### config.mk
export PLATFORM = sky130hd
export DESIGN_NAME = ycbcr_da_scheduler
export DESIGN_NICKNAME = d
export VERILOG_FILES = /design/src/rtl/ycbcr_da_scheduler.sv
export SDC_FILE = /design/constraint.sdc
export NUM_CORES = 1
export LEC_CHECK = 0
export CAP_MARGIN = 0
export CORE_ASPECT_RATIO = 1.1
export CORE_MARGIN = 2
export CORE_UTILIZATION = 45
export CTS_CLUSTER_DIAMETER = 100
export DETAILED_ROUTE_END_ITERATION = 10
export SYNTH_ARGS = -nofsm -noshare
export SYNTH_HDL_FRONTEND = slang
export SYNTH_SLANG_ARGS = --single-unit
### constraint.sdc
create_clock -name clk -period 5 [get_ports clk]
set_input_delay 1.5 -clock clk [delete_from_list [all_inputs] [get_ports clk]]
set_output_delay 1.5 -clock clk [all_outputs]
set_load 0.01 [all_outputs]
### src/rtl/ycbcr_da_scheduler.sv
// RGB to YCbCr converter that time-shares one bit-serial shift-add multiplier
// across all nine coefficient products, then rounds and clamps each channel.
module ycbcr_da_scheduler #(
  parameter int INPUT_WIDTH        = 8,
  parameter int COEF_WIDTH         = 16,
  parameter int FIXED_POINT_LENGTH = 32,
  parameter int SCALE              = 16
) (
  input  logic                   clk,
  input  logic                   reset,
  input  logic                   in_valid,
  output logic                   in_ready,
  input  logic [INPUT_WIDTH-1:0] r_in,
  input  logic [INPUT_WIDTH-1:0] g_in,
  input  logic [INPUT_WIDTH-1:0] b_in,
  output logic                   out_valid,
  input  logic                   out_ready,
  output logic [INPUT_WIDTH-1:0] y_out,
  output logic [INPUT_WIDTH-1:0] cb_out,
  output logic [INPUT_WIDTH-1:0] cr_out,
  output logic                   busy
);

  localparam int PROD_W = INPUT_WIDTH + COEF_WIDTH;
  localparam int CNT_W  = $clog2(INPUT_WIDTH + 1);
  localparam logic signed [FIXED_POINT_LENGTH-1:0] CHROMA_OFS =
    FIXED_POINT_LENGTH'(128) << SCALE;
  localparam logic signed [FIXED_POINT_LENGTH-1:0] HALF =
    FIXED_POINT_LENGTH'(1) << (SCALE - 1);
  localparam logic signed [FIXED_POINT_LENGTH-1:0] PIX_MAX =
    FIXED_POINT_LENGTH'((1 << INPUT_WIDTH) - 1);

  typedef enum logic [2:0] {IDLE, LOAD, MUL, ACC, FINAL, OUT} state_t;

  state_t                                 state, state_nxt;
  logic        [INPUT_WIDTH-1:0]          r_lat, g_lat, b_lat;
  logic        [INPUT_WIDTH-1:0]          shreg;
  logic        [PROD_W-1:0]               prod;
  logic        [CNT_W-1:0]                bitcnt;
  logic        [3:0]                      term;
  logic signed [FIXED_POINT_LENGTH-1:0]   acc_y, acc_cb, acc_cr;

  logic        [COEF_WIDTH-1:0]           term_coef;
  logic        [1:0]                      term_sel;
  logic                                   term_neg;
  logic        [1:0]                      term_ch;
  logic        [INPUT_WIDTH-1:0]          comp;
  logic signed [FIXED_POINT_LENGTH-1:0]   prod_ext;

  function automatic logic [INPUT_WIDTH-1:0] round_clamp(
    input logic signed [FIXED_POINT_LENGTH-1:0] acc
  );
    logic signed [FIXED_POINT_LENGTH-1:0] rnd;
    rnd = (acc + HALF) >>> SCALE;
    if (rnd[FIXED_POINT_LENGTH-1])
      round_clamp = '0;
    else if (rnd > PIX_MAX)
      round_clamp = '1;
    else
      round_clamp = rnd[INPUT_WIDTH-1:0];
  endfunction

  // Term table: source component (0=R,1=G,2=B), coefficient, sign, channel (0=Y,1=Cb,2=Cr)
  always_comb begin
    term_coef = '0;
    term_sel  = 2'd0;
    term_neg  = 1'b0;
    term_ch   = 2'd0;
    case (term)
      4'd0: begin term_sel = 2'd0; term_coef = COEF_WIDTH'(19595); term_neg = 1'b0; term_ch = 2'd0; end
      4'd1: begin term_sel = 2'd1; term_coef = COEF_WIDTH'(38469); term_neg = 1'b0; term_ch = 2'd0; end
      4'd2: begin term_sel = 2'd2; term_coef = COEF_WIDTH'(7471);  term_neg = 1'b0; term_ch = 2'd0; end
      4'd3: begin term_sel = 2'd0; term_coef = COEF_WIDTH'(11055); term_neg = 1'b1; term_ch = 2'd1; end
      4'd4: begin term_sel = 2'd1; term_coef = COEF_WIDTH'(21709); term_neg = 1'b1; term_ch = 2'd1; end
      4'd5: begin term_sel = 2'd2; term_coef = COEF_WIDTH'(32768); term_neg = 1'b0; term_ch = 2'd1; end
      4'd6: begin term_sel = 2'd0; term_coef = COEF_WIDTH'(32768); term_neg = 1'b0; term_ch = 2'd2; end
      4'd7: begin term_sel = 2'd1; term_coef = COEF_WIDTH'(27429); term_neg = 1'b1; term_ch = 2'd2; end
      4'd8: begin term_sel = 2'd2; term_coef = COEF_WIDTH'(5326);  term_neg = 1'b1; term_ch = 2'd2; end
      default: ;
    endcase
    case (term_sel)
      2'd0:    comp = r_lat;
      2'd1:    comp = g_lat;
      default: comp = b_lat;
    endcase
    prod_ext = signed'({{(FIXED_POINT_LENGTH-PROD_W){1'b0}}, prod});
  end

  always_comb begin
    state_nxt = state;
    case (state)
      IDLE:    if (in_valid) state_nxt = LOAD;
      LOAD:    state_nxt = MUL;
      MUL:     if (bitcnt == CNT_W'(INPUT_WIDTH - 1)) state_nxt = ACC;
      ACC:     state_nxt = (term == 4'd8) ? FINAL : LOAD;
      FINAL:   state_nxt = OUT;
      OUT:     if (out_ready) state_nxt = IDLE;
      default: state_nxt = IDLE;
    endcase
  end

  assign in_ready = (state == IDLE);
  assign busy     = (state != IDLE);

  always_ff @(posedge clk) begin
    if (reset) begin
      state     <= IDLE;
      r_lat     <= '0;
      g_lat     <= '0;
      b_lat     <= '0;
      shreg     <= '0;
      prod      <= '0;
      bitcnt    <= '0;
      term      <= '0;
      acc_y     <= '0;
      acc_cb    <= '0;
      acc_cr    <= '0;
      y_out     <= '0;
      cb_out    <= '0;
      cr_out    <= '0;
      out_valid <= 1'b0;
    end else begin
      state <= state_nxt;
      case (state)
        IDLE: if (in_valid) begin
          r_lat  <= r_in;
          g_lat  <= g_in;
          b_lat  <= b_in;
          acc_y  <= '0;
          acc_cb <= CHROMA_OFS;
          acc_cr <= CHROMA_OFS;
          term   <= '0;
        end
        LOAD: begin
          shreg  <= comp;
          prod   <= '0;
          bitcnt <= '0;
        end
        // One multiplier bit per cycle; zero components still take the full count
        MUL: begin
          if (shreg[0]) prod <= prod + (PROD_W'(term_coef) << bitcnt);
          shreg  <= shreg >> 1;
          bitcnt <= bitcnt + CNT_W'(1);
        end
        ACC: begin
          case (term_ch)
            2'd0:    acc_y  <= term_neg ? acc_y  - prod_ext : acc_y  + prod_ext;
            2'd1:    acc_cb <= term_neg ? acc_cb - prod_ext : acc_cb + prod_ext;
            default: acc_cr <= term_neg ? acc_cr - prod_ext : acc_cr + prod_ext;
          endcase
          if (term != 4'd8) term <= term + 4'd1;
        end
        FINAL: begin
          y_out     <= round_clamp(acc_y);
          cb_out    <= round_clamp(acc_cb);
          cr_out    <= round_clamp(acc_cr);
          out_valid <= 1'b1;
        end
        OUT: if (out_ready) out_valid <= 1'b0;
        default: ;
      endcase
    end
  end

endmodule

==> impl_metrics.ini, run 1 <==
[clock_network]
htreeDepth = 4
path_clk_slew_ns = 0.08
holdBufCountCts = 0
root_buffer = clkbuf_16
cts_tree = built
cts_made_buffers = 17
clock_sinks = 188
cts_buffer_depth = 2
clkLatencyLatePin_ns = 0.46

[synth]
synth_cells = 1975
yosysWarningCount = 0
synth_area_um2 = 14900
seq_area_frac_synth_pct = 25.3
synth_edf_count = 0
synth-seq-cells = 188
synth_flop_cell = dfxtp_1
async_flop_share_pct = 0
synth_fp_nets = 2133
syn_avg_cell_area_um2 = 7.52
synth_cell_types = 81

[setup_path]
cp.depth = 22
setup.worst_path.start_class = flop
cp_cell_sequence = inv_2 > ha_4 > nand3_4 > or4b_4 > or2_1 > or4_4 > buf_4 > nor2_4 > nand2_2 > or3_4 > o31ai_2 > ha_1 > nand2_1 > nor2_2 > nand2_1 > or3_1 > a31o_1 > a211o_1 > o21ai_2 > xnor2_2 > or4_1 > nand2_1
crit_top_cell = nand2_1
worstPathMaxFanout = 5
r2r_start = prod[0]$_SDFFE_PP0P_
cp.arrival_ns = 5.31
path_buf_inv = 2
slowest_stage = or4b_4
reg2reg_depth = 22
critPathKind = flop to flop
cp-end-kind = flop
max_stage_delay_ns = 0.49
cp_data_required_time_ns = 5.41
r2r_end = acc_y[31]$_SDFFE_PP0P_
r2r_slack_ns = 0.1
path_delay_family = simple AND/OR/NAND/NOR gates
crit_path_start = prod[0]$_SDFFE_PP0P_
endpoint = acc_y[31]$_SDFFE_PP0P_

[timing]
maxSlewViolCount = 0
fin_skew_ns = 0.0129
final.min_clock_period_ns = 4.90
post-route-period-util_pct = 98.0
finalHoldViolCount = 0
max_slew_margin_pct = 17.7
fmax_ghz = 0.204
tightestPinTransition_ns = 1.22
rsz0062_at_grt = yes
setup_viol = 0
worst_slack_ns = 0.0987

[drt]
routed_wl_um = 41100
drc = 0
dr_total_vias = 14400
drt_iter0_drc = 740
final_antenna_net_count = 0
dr.pass1.iters = 7
wl_per_cell_um = 16.7
vias_per_cell = 5.83

[place]
finalWeightedCongestion = 0.919
dpl-instance-area_um2 = 16100
dpl.hpwl_um = 31000
place_ws_ns = -0.0477
io_buffers = 54

[hold_path]
hold_depth = 2
hp-class = flop to flop
hp-start = r_lat[6]$_SDFFE_PP0P_

[die]
rows = 69
fp.dieArea_um2 = 34500
initial_core_util_pct = 45.9
ioPinCount = 55
die_h_um = 195
die_w_um = 177
core_area_um2 = 32400

[global_routing]
grt_max_degree = 105
grt_pass1_wl_um = 67600
antenna_found_initial = 0
gr-total-overflow = 0
grt_pass1_vias = 13700
track_usage_pct = 24.1

[cells_and_area]
nFillCells = 3204
antenna_cells = 0
syn2layout_area_growth_pct = 13.8
final_area_um2 = 16900
drive_gt1_share_pct = 8.47
fin_nets = 2187
fin_util_pct = 52.2

[flow_run]
max_cap_violations = 0

[power]
p_leak_uw = 0.00668
ir_drop_mv = 0.275
p_per_area_nw_per_um2 = 433

[run_status]
outcome = finished, final reports clean
-- worst min path at each step --
stage / to / slack (ns)
3_5_place_dp: r_lat[6]$_SDFFE_PP0P_ / 0.45
6_report: r_lat[6]$_SDFFE_PP0P_ / 0.46
5_1_grt: g_lat[2]$_SDFFE_PP0P_ / 0.47
2_1_floorplan: acc_cb[10]$_SDFFE_PP0P_ / 0.43
4_1_cts: r_lat[6]$_SDFFE_PP0P_ / 0.46
3_3_place_gp: r_lat[1]$_SDFFE_PP0P_ / 0.44
-- flip-flops by register name, indices dropped and copies added (netlist names) --
register	count
acc_cb	32
acc_cr	32
acc_y	32
b_lat	8
bitcnt	4
cb_out	8
cr_out	8
g_lat	8
out_valid	1
prod	24
r_lat	8
shreg	8
state	3
term	4
y_out	8
-- worst reg2reg max path, cell delays in order (launching register included) --
cell	delay, ns
dfxtp_1	0.32
inv_2	0.07
ha_4	0.15
nand3_4	0.07
or4b_4	0.49
or2_1	0.25
or4_4	0.42
buf_4	0.16
nor2_4	0.09
nand2_2	0.06
or3_4	0.38
o31ai_2	0.23
ha_1	0.23
nand2_1	0.11
nor2_2	0.13
nand2_1	0.07
or3_1	0.37
a31o_1	0.19
a211o_1	0.30
o21ai_2	0.18
xnor2_2	0.08
or4_1	0.40
nand2_1	0.06
-- what timing repair did --
item	in CTS	in global routing
setup buffers	1	3
pin swaps	5	10
endpoints found under the setup margin	3	21
gates resized for setup	9	22
-- cells by family (layout without fill, tap and decap cells) --
kind of cell	after synthesis	count (layout)	share of synthesized area, %
DFF	188	188	25.3
adders and majority gates	130	130	11.2
muxes	32	32	2.29
xor gates and xnor gates	128	128	7.60
buffers and inverters	143	210	3.66
and+or+nand+nor	731	731	23.2
AOI/OAI and AO/OA	623	623	26.7
-- synth_stat cells (10+ instances only) --
| cell type | number | area share (%) |
|---|---|---|
| a31oi_1 | 19 | 0.80 |
| o21ai_0 | 91 | 3.1 |
| o211ai_1 | 13 | 0.66 |
| or3_1 | 16 | 0.67 |
| nand2b_1 | 22 | 0.93 |
| nand4_1 | 18 | 0.76 |
| mux2i_1 | 25 | 1.7 |
| nand3_1 | 86 | 2.9 |
| a211oi_1 | 42 | 2.1 |
| nor3_1 | 43 | 1.4 |
| o31ai_1 | 18 | 0.91 |
| nor2b_1 | 26 | 1.1 |
| dfxtp_1 | 188 | 25 |
| a211o_1 | 10 | 0.59 |
| ha_1 | 126 | 11 |
| a21oi_1 | 226 | 7.6 |
| nor4_1 | 13 | 0.55 |
| xnor2_1 | 73 | 4.3 |
| xor2_1 | 54 | 3.2 |
| nand2_1 | 211 | 5.3 |
| a22oi_1 | 28 | 1.4 |
| inv_1 | 46 | 1.2 |
| and3_1 | 19 | 0.80 |
| clkbuf_1 | 83 | 2.1 |
| a21o_1 | 51 | 2.6 |
| a221oi_1 | 13 | 0.77 |
| nor2_1 | 213 | 5.4 |
| o21a_1 | 27 | 1.4 |
-- power breakdown --
| group | internal [µW] | switching, µW |
|---|---|---|
| Clock | 715 | 694 |
| Sequential | 1580 | 98.9 |
| Combinational | 1860 | 2360 |
| Total | 4160 | 3160 |
-- per-layer routing --
| metal | vias to the layer above | GRT usage [%] | routed length (µm) |
|---|---|---|---|
| met5 | - | 0 | 0 |
| met4 | 0 | 8.05 | 1000 |
| met3 | 68 | 3.19 | 1300 |
| met2 | 269 | 42.5 | 20200 |
| met1 | 6724 | 29.9 | 18600 |
| li1 | 7332 | - | - |
-- placed cells by master, fill, tap and decap left out, drive strengths merged, types with 54 or more instances in the layout --
master / count
nand3: 87
xnor2: 73
o21ai: 97
a21oi: 226
inv: 54
nand2: 212
nor2: 215
ha: 126
buf: 77
dfxtp: 188
xor2: 55
-- area by class of cell --
cell class | count | area (µm²) | area share, %
timing repair buffer | 130 | 1130 | 6.68
clock buffer | 17 | 425 | 2.52
inverter | 48 | 180 | 1.07
multi-input combinational | 1644 | 10700 | 63.3
sequential | 188 | 3760 | 22.3
tap | 426 | 533 | 3.15
clock inverter | 15 | 173 | 1.02
-- per-stage QoR --
| step | setup TNS [ns] | hold slack (ns) | power, µW | cells |
|---|---|---|---|---|
| 2_1_floorplan | 0 | 0.432 | 4840 | 1975 |
| 4_1_cts | 0 | 0.458 | 7210 | 2465 |
| 5_1_grt | -0.500 | 0.474 | 7900 | 2468 |
| 6_report | 0 | 0.456 | 7320 | 2468 |
| 3_3_place_gp | 0 | 0.443 | 5720 | 2432 |
| 3_5_place_dp | -0.0957 | 0.447 | 5740 | 2432 |
No activity file was read; power rests on OpenSTA's default activity.
==> inputs of run 2 (changes only) <==
--- a/config.mk
+++ b/config.mk
@@ -8,9 +8,10 @@
 export CAP_MARGIN = 0
 export CORE_ASPECT_RATIO = 1.1
 export CORE_MARGIN = 2
-export CORE_UTILIZATION = 45
+export CORE_UTILIZATION = 57
 export CTS_CLUSTER_DIAMETER = 100
 export DETAILED_ROUTE_END_ITERATION = 10
+export PLACE_DENSITY = 0.78
 export SYNTH_ARGS = -nofsm -noshare
 export SYNTH_HDL_FRONTEND = slang
 export SYNTH_SLANG_ARGS = --single-unit
==> run 2 against run 1 <==
Against the previous run: critical path depth shrank 1; first-iteration DRC count grew 55%; clock power decreased by 5%; largest cell class unchanged; global-route usage rose by 5.2 points; critical endpoint unchanged; hold slack lost 0.0011 ns; clock skew barely moved; maximum frequency increased by 2.1%; routed wire length down 2.6%; register-to-register slack improved by 0.10 ns; die area decreased by 21%; sequential share of layout area rose by 0.21 points; sequential cell count unchanged.
==> impl_metrics.ini, run 2 (synthesis gave the netlist of run 1 again) <==
[cells_and_area]
layout_commonest_cell = a21oi_1
fin_util_pct = 65.9
fin_nets = 2185
instances_no_fill = 2386
drive_gt1_share_pct = 8.53
antenna_cells = 0
layout_common_cells = a21oi_1 (223), nor2_1 (212), nand2_1 (209)
reg_top3 = acc_cb (32), acc_cr (32), acc_y (32)
nFillCells = 2203
syn2layout_area_growth_pct = 12.8

[die]
core_area_um2 = 25400
rows = 61
ioPinCount = 55
initial_core_util_pct = 58.4
fp.dieArea_um2 = 27400
die_h_um = 173
die_w_um = 158

[clock_network]
htreeDepth = 4
holdBufCountCts = 0
cts_buffer_depth = 2
clock_sinks = 188
path_clk_slew_ns = 0.08
root_buffer = clkbuf_16
clkLatencyLatePin_ns = 0.46
cts_tree = built
cts_made_buffers = 17

[global_routing]
grt_max_degree = 59
grt_pass1_vias = 14000
antenna_found_initial = 0
grt_pass1_wl_um = 66200
track_usage_pct = 29.3
gr-total-overflow = 0

[setup_path]
worstPathMaxFanout = 5
cp_data_required_time_ns = 5.40
cp_cell_sequence = nor2_2 > nand3_4 > or4b_4 > or2_1 > or4_4 > nor2_4 > nand2_2 > or3_4 > nand2_4 > xor2_2 > ha_1 > nand3_2 > nor2_4 > nand2_2 > or3_1 > a31o_1 > a211o_1 > o21ai_2 > xnor2_1 > or4_1 > nand2_1
max_stage_delay_ns = 0.48
slowest_stage = or4b_4
setup.worst_path.start_class = flop
cp.arrival_ns = 5.21
critPathKind = flop to flop
cp-end-kind = flop

[flow_run]
max_cap_violations = 0

[place]
io_buffers = 54
dpl.cell_count = 2349
finalWeightedCongestion = 0.930
dpl.hpwl_um = 29900

[power]
switchingPower_uw = 3190
p_int_uw = 4140
clkPwrFrac_pct = 18.2
p_leak_uw = 0.00665
ir_drop_mv = 0.333
comb_power_share_pct = 58.8
switching_share_pct = 43.5
pwr-share-seq_pct = 22.9
p_per_area_nw_per_um2 = 438

[timing]
final.min_clock_period_ns = 4.80
fmax_ghz = 0.208
fin_skew_ns = 0.0124
max_slew_margin_pct = 19.2
post-route-period-util_pct = 96.0
setup_viol = 0
maxSlewViolCount = 0
tightestPinTransition_ns = 1.21
finalHoldViolCount = 0

[run_status]
outcome = finished, final reports clean

[drt]
wl_per_cell_um = 16.8
dr.pass1.iters = 5
final_antenna_net_count = 0
vias_per_cell = 6.18
drc = 0
drt_iter0_drc = 1150
routed_wl_um = 40000
dr_total_vias = 14700

[hold_path]
hp-class = flop to flop
run 2: layout make-up:
type,count,area [µm²],share of cell area [%]
multi-input combinational,1644,10700,63.9
sequential,188,3770,22.5
timing repair buffer,128,1110,6.60
tap,346,433,2.58
clock buffer,18,429,2.56
inverter,48,180,1.08
clock inverter,14,134,0.799
run 2: final timing paths:
kind                                             from                     end  slack [ns]  cells after the start
worst max-delay path             prod[2]$_SDFFE_PP0P_  acc_y[31]$_SDFFE_PP0P_        0.20                     21
worst min-delay path            r_lat[7]$_SDFFE_PP0P_   r_lat[7]$_SDFFE_PP0P_        0.45                      2
worst max register to register   prod[2]$_SDFFE_PP0P_  acc_y[31]$_SDFFE_PP0P_        0.20                     21
worst min register to register  r_lat[7]$_SDFFE_PP0P_   r_lat[7]$_SDFFE_PP0P_        0.45                      2
run 2: power groups by stage:
stage	clock, µW	sequential [µW]	combinational, µW
6_report	1340	1680	4310
5_1_grt	1420	1690	4710
2_1_floorplan	0	1670	3160
4_1_cts	1350	1680	4050
3_5_place_dp	0	1710	4010
3_3_place_gp	0	1710	3940
run 2: metal layers:
metal,wire [µm],vias to the layer above,GRT usage (%)
met1,17200,6950,35.7
met2,19700,369,51.2
met3,1880,95,5.00
li1,-,7320,-
met4,1210,0,10.9
met5,0,-,0
run 2: per-stage QoR:
step	hold WS (ns)	cell area [µm²]	total power (µW)	setup WS, ns	setup TNS [ns]
after floorplan	0.432	14900	4840	0.187	0
final	0.454	16700	7330	0.199	0
after global routing	0.474	16700	7820	-0.0571	-0.123
after detailed placement	0.447	16000	5720	-0.0245	-0.0245
after global placement	0.443	16000	5650	0.0857	0
after CTS	0.456	16600	7090	0.0282	0
run 2: critical path, delay by kind of cell, from the launching register on:
kind	cells	cell delay, ns
xor+xnor	2	0.14
fa+ha+maj	1	0.34
flops	1	0.33
compound gates	3	0.61
simple gates	15	3.32
run 2: timing repair:
action	4_1_cts	5_1_grt
setup buffers	0	5
pin swaps	1	10
endpoints found under the setup margin	2	14
gates resized for setup	2	36
==> inputs of run 3 (changes only) <==
--- a/config.mk
+++ b/config.mk
@@ -6,12 +6,14 @@
 export NUM_CORES = 1
 export LEC_CHECK = 0
 export CAP_MARGIN = 0
+export CELL_PAD_IN_SITES_DETAIL_PLACEMENT = 1
+export CELL_PAD_IN_SITES_GLOBAL_PLACEMENT = 1
 export CORE_ASPECT_RATIO = 1.1
 export CORE_MARGIN = 2
-export CORE_UTILIZATION = 57
+export CORE_UTILIZATION = 42
 export CTS_CLUSTER_DIAMETER = 100
 export DETAILED_ROUTE_END_ITERATION = 10
-export PLACE_DENSITY = 0.78
+export PLACE_DENSITY_LB_ADDON = 0.1
 export SYNTH_ARGS = -nofsm -noshare
 export SYNTH_HDL_FRONTEND = slang
 export SYNTH_SLANG_ARGS = --single-unit
==> run 3 against run 2 <==
Against the previous run: critical path depth rose by 2; sequential cell count did not move; setup slack lost 0.057 ns; hold slack better by 0.0014 ns; non-clock buffer count is 27 higher; count of clock-buffer cells in the layout did not move; maximum frequency fell by 1.2%; register-to-register slack got worse by 0.06 ns; routed wire length is 19% higher; global-route usage is 3.4 points lower; combinational power is 9.7% higher; critical path type unchanged.
==> impl_metrics.ini, run 3 (synthesis gave the netlist of run 1 again) <==
[cells_and_area]
layout_common_cells = a21oi_1 (222), nor2_1 (210), nand2_1 (207)
drive_gt1_share_pct = 10.8
reg_top3 = acc_cb (32), acc_cr (32), acc_y (32)
instances_no_fill = 2510
syn2layout_area_growth_pct = 16.2
final_area_um2 = 17300
antenna_cells = 0
fin_nets = 2212
layout_commonest_cell = a21oi_1
fin_util_pct = 49.2

[die]
die_w_um = 183
core_area_um2 = 35000
ioPinCount = 55
fp.dieArea_um2 = 36900
rows = 72
die_h_um = 201
initial_core_util_pct = 42.4

[setup_path]
worstPathMaxFanout = 5
r2r_end = acc_y[31]$_SDFFE_PP0P_
critPathKind = flop to flop
cp.arrival_ns = 5.27
setup.worst_path.start_class = flop
r2r_slack_ns = 0.14
reg2reg_depth = 23
r2r_start = prod[1]$_SDFFE_PP0P_
cp-end-kind = flop
cp_data_required_time_ns = 5.42

[timing]
post-route-period-util_pct = 97.2
setup_tns_ns = 0
setup_viol = 0
finalHoldViolCount = 0
final.min_clock_period_ns = 4.86
tightestPinTransition_ns = 1.08
maxSlewViolCount = 0
max_slew_margin_pct = 28.0
fin_skew_ns = 0.0122
fmax_ghz = 0.206
worst_slack_ns = 0.142
rsz0062_at_grt = yes

[hold_path]
hp-start = r_lat[3]$_SDFFE_PP0P_
hold_depth = 2
min_to = r_lat[3]$_SDFFE_PP0P_
hp-class = flop to flop

[power]
switching_share_pct = 43.3
clkPwrFrac_pct = 18.2
switchingPower_uw = 3400
p_int_uw = 4450
comb_power_share_pct = 60.3
pwr-share-seq_pct = 21.5
ir_drop_mv = 0.291
p_per_area_nw_per_um2 = 455
p_leak_uw = 0.00681

[place]
io_buffers = 54
place_ws_ns = -0.0994
finalWeightedCongestion = 0.889
dpl-instance-area_um2 = 16300
dpl.cell_count = 2464
dpl.hpwl_um = 35900

[drt]
wl_per_cell_um = 18.9
dr.pass1.iters = 5
drt_iter0_drc = 701
final_antenna_net_count = 0
vias_per_cell = 5.91
drc = 0
routed_wl_um = 47500
dr_total_vias = 14800

[clock_network]
holdBufCountCts = 0
cts_made_buffers = 17
cts_tree = built
htreeDepth = 4
path_clk_slew_ns = 0.08
clkLatencyLatePin_ns = 0.47
cts_buffer_depth = 2
clock_sinks = 188
root_buffer = clkbuf_16

[global_routing]
grt_pass1_wl_um = 77600
top_usage_layer = met2
antenna_found_initial = 0
grt_max_degree = 107
use_met2_pct = 47.8
met1_usage_pct = 31.0
track_usage_pct = 25.9
gr-total-overflow = 0
grt_pass1_vias = 15400
grtUsageMet3_pct = 2.68

[flow_run]
max_cap_violations = 0

[run_status]
outcome = finished, final reports clean
==> run 3: cell types whose count changed in the layout (fill, tap and decap cells not counted), moves of 3 or more <==
cell and delta:
inv_6 +3, buf_6 +3, ha_1 -6, ha_2 +5, buf_4 +24
==> run 3: power groups by stage <==
stage	registers, µW	clock network, µW	logic (µW)
6_report	1680	1430	4730
5_1_grt	1700	1530	5190
4_1_cts	1680	1470	4460
3_5_place_dp	1720	0	4270
3_3_place_gp	1710	0	4190
2_1_floorplan	1670	0	3160
==> run 3: final cells by class <==
cell class / instances / area, µm²
clock buffers: 18 / 429
clock inverters: 13 / 156
fillers: 4349 / 17800
inverters: 48 / 180
multi-input cells: 1644 / 10800
flip-flops and latches: 188 / 3760
well taps: 444 / 556
repair buffers: 155 / 1320
==> run 3: metal layers <==
| metal | vias up | part of all wire [%] |
|---|---|---|
| li1 | 7342 | - |
| met1 | 7265 | 45 |
| met2 | 174 | 51 |
| met3 | 63 | 1.7 |
| met4 | 0 | 2.4 |
| met5 | - | 0 |
==> run 3: timing repair <==
item | CTS | global route
endpoints found under the setup margin | 5 | 38
resized for setup | 15 | 51
pin swaps | 13 | 17
setup buffers | 10 | 5
cloned | 0 | 0
==> run 3: worst max path at each step <==
stage / start / to / slack [ns] / cells past startpoint
global route: prod[1]$_SDFFE_PP0P_ / acc_y[31]$_SDFFE_PP0P_ / -0.07 / 23
detailed placement: prod[1]$_SDFFE_PP0P_ / acc_cr[29]$_SDFFE_PP0P_ / -0.1 / 19
floorplan: prod[1]$_SDFFE_PP0P_ / acc_y[31]$_SDFFE_PP0P_ / 0.19 / 22
CTS: term[0]$_SDFFE_PP0P_ / acc_cb[20]$_SDFFE_PP0P_ / 0.003 / 18
finish: prod[1]$_SDFFE_PP0P_ / acc_y[31]$_SDFFE_PP0P_ / 0.14 / 23
global placement: prod[1]$_SDFFE_PP0P_ / acc_cr[31]$_SDFFE_PP0P_ / 0.005 / 20
==> run 3: per-stage QoR <==
step	power, µW	hold slack [ns]
after floorplan	4840	0.432
after global placement	5910	0.444
after detailed placement	5990	0.451
after CTS	7610	0.462
after global routing	8410	0.487
final	7850	0.456
==> run 3: critical path, stage by stage (launching register included) <==
cell and delay (ns):
dfxtp_2 0.33, inv_2 0.07, ha_4 0.15, nand3_4 0.06, or4b_4 0.49, or2_1 0.24, or4_4 0.44, buf_6 0.14
nor2_4 0.09, nand2_2 0.06, or3_4 0.39, nand2_4 0.12, xor2_4 0.08, ha_4 0.32, nand3_4 0.08, nor2_4 0.11
nand2_1 0.08, or3_1 0.35, a31o_1 0.19, a211o_1 0.30, o21ai_2 0.14, xnor2_1 0.10, or4_1 0.41, nand2_1 0.08
